$ cat src/rtl/line_buf_reader.sv
// rtl/line_buf_reader.sv - read-side sequencer streaming one buffered line over a valid/ready port
// Optional feature macro: LBR_PIX_DOUBLE_EN (emit every pixel twice for horizontal x2 scaling)

module line_buf_reader #(
   parameter int WIDTH  = 1,
   parameter int DEPTH  = 800,
   parameter int DEPBIT = 10
) (
   input  logic              clk,
   input  logic              rst,
   input  logic              start,
   input  logic [DEPBIT-1:0] line_len,
   output logic              busy,
   output logic [DEPBIT-1:0] raddr,
   input  logic [WIDTH-1:0]  rdata,
   output logic [WIDTH-1:0]  pix_data,
   output logic              pix_valid,
   input  logic              pix_ready,
   output logic              pix_last,
   output logic              done
);

   typedef enum logic [1:0] {IDLE, RUN, DRAIN} state_t;

   state_t            state_q, state_d;
   logic [DEPBIT-1:0] len_q, len_d;
   logic [DEPBIT-1:0] cnt_q, cnt_d;
   logic [DEPBIT-1:0] raddr_d;
   logic [WIDTH-1:0]  data_d;
   logic              valid_d, last_d, busy_d, done_d;
   logic              load;
   logic              at_last_idx;
   logic [DEPBIT-1:0] len_clip;
`ifdef LBR_PIX_DOUBLE_EN
   logic              phase_q, phase_d;
`endif

   // State and output register; every output is registered so the reset clears them at once
   always_ff @(posedge clk or posedge rst) begin
      if (rst) begin
         state_q   <= IDLE;
         len_q     <= '0;
         cnt_q     <= '0;
         raddr     <= '0;
         pix_data  <= '0;
         pix_valid <= 1'b0;
         pix_last  <= 1'b0;
         busy      <= 1'b0;
         done      <= 1'b0;
`ifdef LBR_PIX_DOUBLE_EN
         phase_q   <= 1'b0;
`endif
      end else begin
         state_q   <= state_d;
         len_q     <= len_d;
         cnt_q     <= cnt_d;
         raddr     <= raddr_d;
         pix_data  <= data_d;
         pix_valid <= valid_d;
         pix_last  <= last_d;
         busy      <= busy_d;
         done      <= done_d;
`ifdef LBR_PIX_DOUBLE_EN
         phase_q   <= phase_d;
`endif
      end
   end

   // Next-state and datapath: the output stage reloads whenever it is empty or being drained
   always_comb begin
      state_d     = state_q;
      len_d       = len_q;
      cnt_d       = cnt_q;
      raddr_d     = raddr;
      data_d      = pix_data;
      valid_d     = pix_valid;
      last_d      = pix_last;
      busy_d      = busy;
      done_d      = 1'b0;
`ifdef LBR_PIX_DOUBLE_EN
      phase_d     = phase_q;
`endif
      load        = !pix_valid || pix_ready;
      at_last_idx = (cnt_q == len_q - DEPBIT'(1));
      len_clip    = (line_len > DEPBIT'(DEPTH)) ? DEPBIT'(DEPTH) : line_len;

      case (state_q)
         IDLE: begin
            if (start) begin
               len_d = len_clip;
               if (len_clip == '0) begin
                  // Empty line: acknowledge with done but never raise busy or valid
                  done_d = 1'b1;
               end else begin
                  raddr_d = '0;
                  cnt_d   = '0;
                  busy_d  = 1'b1;
`ifdef LBR_PIX_DOUBLE_EN
                  phase_d = 1'b0;
`endif
                  state_d = RUN;
               end
            end
         end
         RUN: begin
            if (load) begin
               data_d  = rdata;
               valid_d = 1'b1;
`ifdef LBR_PIX_DOUBLE_EN
               // Address only advances after the second copy of a pixel
               phase_d = !phase_q;
               last_d  = at_last_idx && phase_q;
               if (phase_q) begin
                  if (at_last_idx) begin
                     state_d = DRAIN;
                  end else begin
                     cnt_d   = cnt_q + DEPBIT'(1);
                     raddr_d = cnt_q + DEPBIT'(1);
                  end
               end
`else
               last_d = at_last_idx;
               if (at_last_idx) begin
                  state_d = DRAIN;
               end else begin
                  cnt_d   = cnt_q + DEPBIT'(1);
                  raddr_d = cnt_q + DEPBIT'(1);
               end
`endif
            end
         end
         DRAIN: begin
            if (pix_valid && pix_ready) begin
               valid_d = 1'b0;
               last_d  = 1'b0;
               busy_d  = 1'b0;
               done_d  = 1'b1;
               state_d = IDLE;
            end
         end
         default: state_d = IDLE;
      endcase
   end

endmodule

$ cat config.mk
export PLATFORM = sky130hd
export DESIGN_NAME = line_buf_reader
export DESIGN_NICKNAME = d
export VERILOG_FILES = /design/src/rtl/line_buf_reader.sv
export SDC_FILE = /design/constraint.sdc
export NUM_CORES = 1
export LEC_CHECK = 0
export CORE_ASPECT_RATIO = 0.75
export CORE_MARGIN = 2
export CORE_UTILIZATION = 32
export CTS_CLUSTER_SIZE = 24
export DETAILED_ROUTE_END_ITERATION = 10
export MAX_ROUTING_LAYER = met4
export SLEW_MARGIN = 20
export SYNTH_ARGS = -nofsm -noshare
export SYNTH_HDL_FRONTEND = slang
export SYNTH_SLANG_ARGS = --single-unit
export TNS_END_PERCENT = 10
$ cat constraint.sdc
create_clock -name clk -period 2.4 [get_ports clk]
set_clock_uncertainty 0.2 [all_clocks]
set_input_delay 0.48 -clock clk [delete_from_list [all_inputs] [get_ports clk]]
set_output_delay 0.48 -clock clk [all_outputs]
set_load 0.02 [all_outputs]
==> metrics.yaml <==
worst_setup_path:
  crit_fanout: 5
  r2r_cells: 7
  crit_arrival_ns: 2.46
  reg2reg_slack_ns: -0.06
  start_kind: "flop"
  r2r_end: "cnt_q[5]"
  crit_type: "reg2reg"
  critPathCaptureType: "flop"
  cp_data_required_time_ns: 2.40
  reg2reg_from: "len_q[0]"
power:
  leakage_nw: 1.09
  switching_power_mw: 1.04
  p_sw_share_pct: 41.4
  power_frac_seq_pct: 30.0
  p_comb_share_pct: 58.9
  p_per_area_nw_per_um2: 1020
  p_total_mw: 2.52
  peakVddDrop_mv: 0.434
  intPower_mw: 1.47
  clock_power_share_pct: 11.1
global_routing:
  grt_pass1_wl_microns: 7730
  met1_usage_pct: 26.1
  grt.busiest_layer: "met1"
  grt_max_degree: 28
  overflow: 0
  first_global_vias: 1561
  grt.total_usage_pct: 17.0
  antenna_found_initial: 0
  globalRouteMet2Util_pct: 24.1
  met3_usage_pct: 3.26
synth:
  synth_simple_gate_area_share_pct: 28.0
  synth_seq_area_share_pct: 38.7
  synth-main-ff-cell: "dfrtp_1"
  synth-xor-area-share_pct: 4.52
  ys_ff_latch: 27
  syn_nets: 205
  synthAdderAreaFrac_pct: 1.43
  synth_top_family_by_area: "simple AND/OR/NAND/NOR gates"
  postSynthCellCount: 188
  synth_mux_area_share_pct: 5.88
  synth.avg_cell_area_sq_um: 9.28
  synth_edf_count: 0
  synthesis.area_sq_um: 1750
  ys_types: 54
  synth_compound_area_share_pct: 17.3
  synth-warning-count: 0
  synth-async-reset-ratio_pct: 100
routing:
  wire_per_inst_microns: 13.6
  via_per_inst: 5.00
  antenna_left: 0
  drcViolationCount: 0
  drtIter0Drc: 76
  routed_wl_microns: 4510
  firstDrtPassIters: 4
  num_vias: 1661
timing:
  tns_ns: -0.122
  worstMarginPinSlew_ns: 0.433
  relSlewSlack_pct: 71.1
  setup_ws_ns: -0.0558
  setup_viol: 3
  post-route-min-period_ns: 2.46
  maxClockFrequency_mhz: 407
  finalHoldViolations: 0
  period_share_pct: 102
  rsz0062_at_grt: "yes"
  slew_viol_final: 0
floorplanning:
  fp.dieW_microns: 89.3
  io-pin-count: 30
  fp.coreArea_sq_um: 5300
  fp-row-count: 23
  die-area_sq_um: 6070
  die_h_microns: 68.0
  start_util_pct: 33.0
clock_network:
  cts_max_level: 1
  clk_pin_slew_worst_paths_ns: 0.11
  clock_sinks: 27
  cts_made_buffers: 3
  tritoncts: "built"
  cts_root_buf: "clkbuf_8"
  clk_latency_ns: 0.28
  postCtsSetupRepairBufs: 0
  cts_buffer_depth: 2
  hold_buffers: 0
place:
  gp_congestion: 0.859
  post-place-cells: 328
  dpl.hpwl_microns: 3540
  portBuffers: 29
layout:
  layout_common_cells: "buf_4, nand2_1, clkdlybuf4s50_1, dfrtp_1, nor2_1"
  diodes: 0
  fin_cells: 332
  final_layout_size_suffix_gt1_share_pct: 25.7
  fin_util_pct: 46.7
  syn2layout_area_growth_pct: 41.7
  num-fill-cells: 539
  final_common_cell: "buf_4"
  nNetsFinal: 275
hold_path:
  hold_path.class: "reg2reg"
  hold-path-cell-count: 2
  holdPathEnd: "busy"
  hp-start: "busy"
run_status:
  run_status: "finished with violations"
  violations: "negative setup slack"
run:
  drv_cap: 0
-- final cells by class --
type	count	area [sq um]	share of cell area (%)
inverter	5	18.8	0.759
clock buffer	3	41.3	1.67
multi-input combinational	148	1020	41.2
sequential	27	676	27.3
timing repair buffer	73	621	25.1
tap	75	93.8	3.79
clock inverter	1	5.00	0.202
-- layer usage --
layer | vias up | share of wire, %
li1 | 823 | -
met1 | 810 | 53
met2 | 28 | 43
met3 | 0 | 4.1
met4 | 0 | 0
met5 | - | 0
-- power by group through the flow --
stage	registers, mW	clock network (mW)	logic [mW]
after detailed placement	0.763	0	1.44
after floorplan	0.835	0	0.754
after global routing	0.779	0.305	1.63
final	0.754	0.279	1.48
after CTS	0.755	0.282	1.45
after global placement	0.756	0	1.43
-- synthesized netlist by cell type, drive strengths merged, types with 2 or more instances --
cell type	count	area share, %
and4	2	1.0
a21oi	11	3.2
dfrtp	27	39
xor2	6	3.0
inv	5	1.1
buf	4	2.2
nand2b	7	2.5
nand3b	3	1.3
nand4	3	1.1
nor3b	2	1.1
clkbuf	4	0.93
and3	5	1.8
mux2	2	1.3
and2	2	0.79
xnor2	3	1.5
nor3	7	2.6
or3	4	1.4
nand3	4	1.1
a2111oi	2	2.4
a22o	5	2.6
o2111ai	2	1.0
a221oi	2	1.0
o21ai	7	2.0
nand2	29	6.2
ha	2	1.4
mux2i	8	4.6
or4	2	1.1
nor2	11	2.4
-- state kept, by name (all words and copies together) (netlist names) --
| register | flops |
|---|---|
| cnt_q | 10 |
| len_q | 10 |
| state_q | 2 |
| busy | 1 |
| done | 1 |
| pix_data | 1 |
| pix_last | 1 |
| pix_valid | 1 |
-- logic make-up after synthesis --
kind of cell	after synthesis
AOI/OAI and AO/OA	39
buffers and inverters	13
muxes	10
xor gates and xnor gates	9
adders and majority gates	2
and+or+nand+nor	88
DFF	27
-- critical path: stages (launching register included) --
cell and delay (ns):
dfrtp_1 0.39, buf_4 0.16, or3_1 0.41, a2111oi_4 0.30, nor3_2 0.12, a2111o_1 0.37
o211ai_1 0.22, mux2i_1 0.22
-- per-stage QoR --
| stage | setup slack [ns] | cell area (sq um) | hold WS, ns |
|---|---|---|---|
| after floorplan | 0.0332 | 1750 | 0.265 |
| after global placement | -0.183 | 2410 | 0.290 |
| after detailed placement | -0.230 | 2410 | 0.303 |
| after global routing | -0.199 | 2470 | 0.354 |
| after CTS | -0.0471 | 2460 | 0.333 |
| final | -0.0558 | 2470 | 0.323 |
-- worst max path at each step --
stage | from | end | slack [ns] | cells after the start
2_1_floorplan | len_q[0] | cnt_q[0] | 0.03 | 9
5_1_grt | len_q[0] | cnt_q[5] | -0.20 | 7
4_1_cts | len_q[0] | cnt_q[5] | -0.05 | 7
3_5_place_dp | line_len[8] | cnt_q[7] | -0.23 | 7
3_3_place_gp | line_len[8] | cnt_q[9] | -0.18 | 7
6_report | len_q[0] | cnt_q[5] | -0.06 | 7
-- repair_timing --
action / 4_1_cts / 5_1_grt
pin swaps: 2 / 0
endpoints found under the setup margin: 6 / 13
gates resized for setup: 1 / 3
No activity file was read; power rests on OpenSTA's default activity.
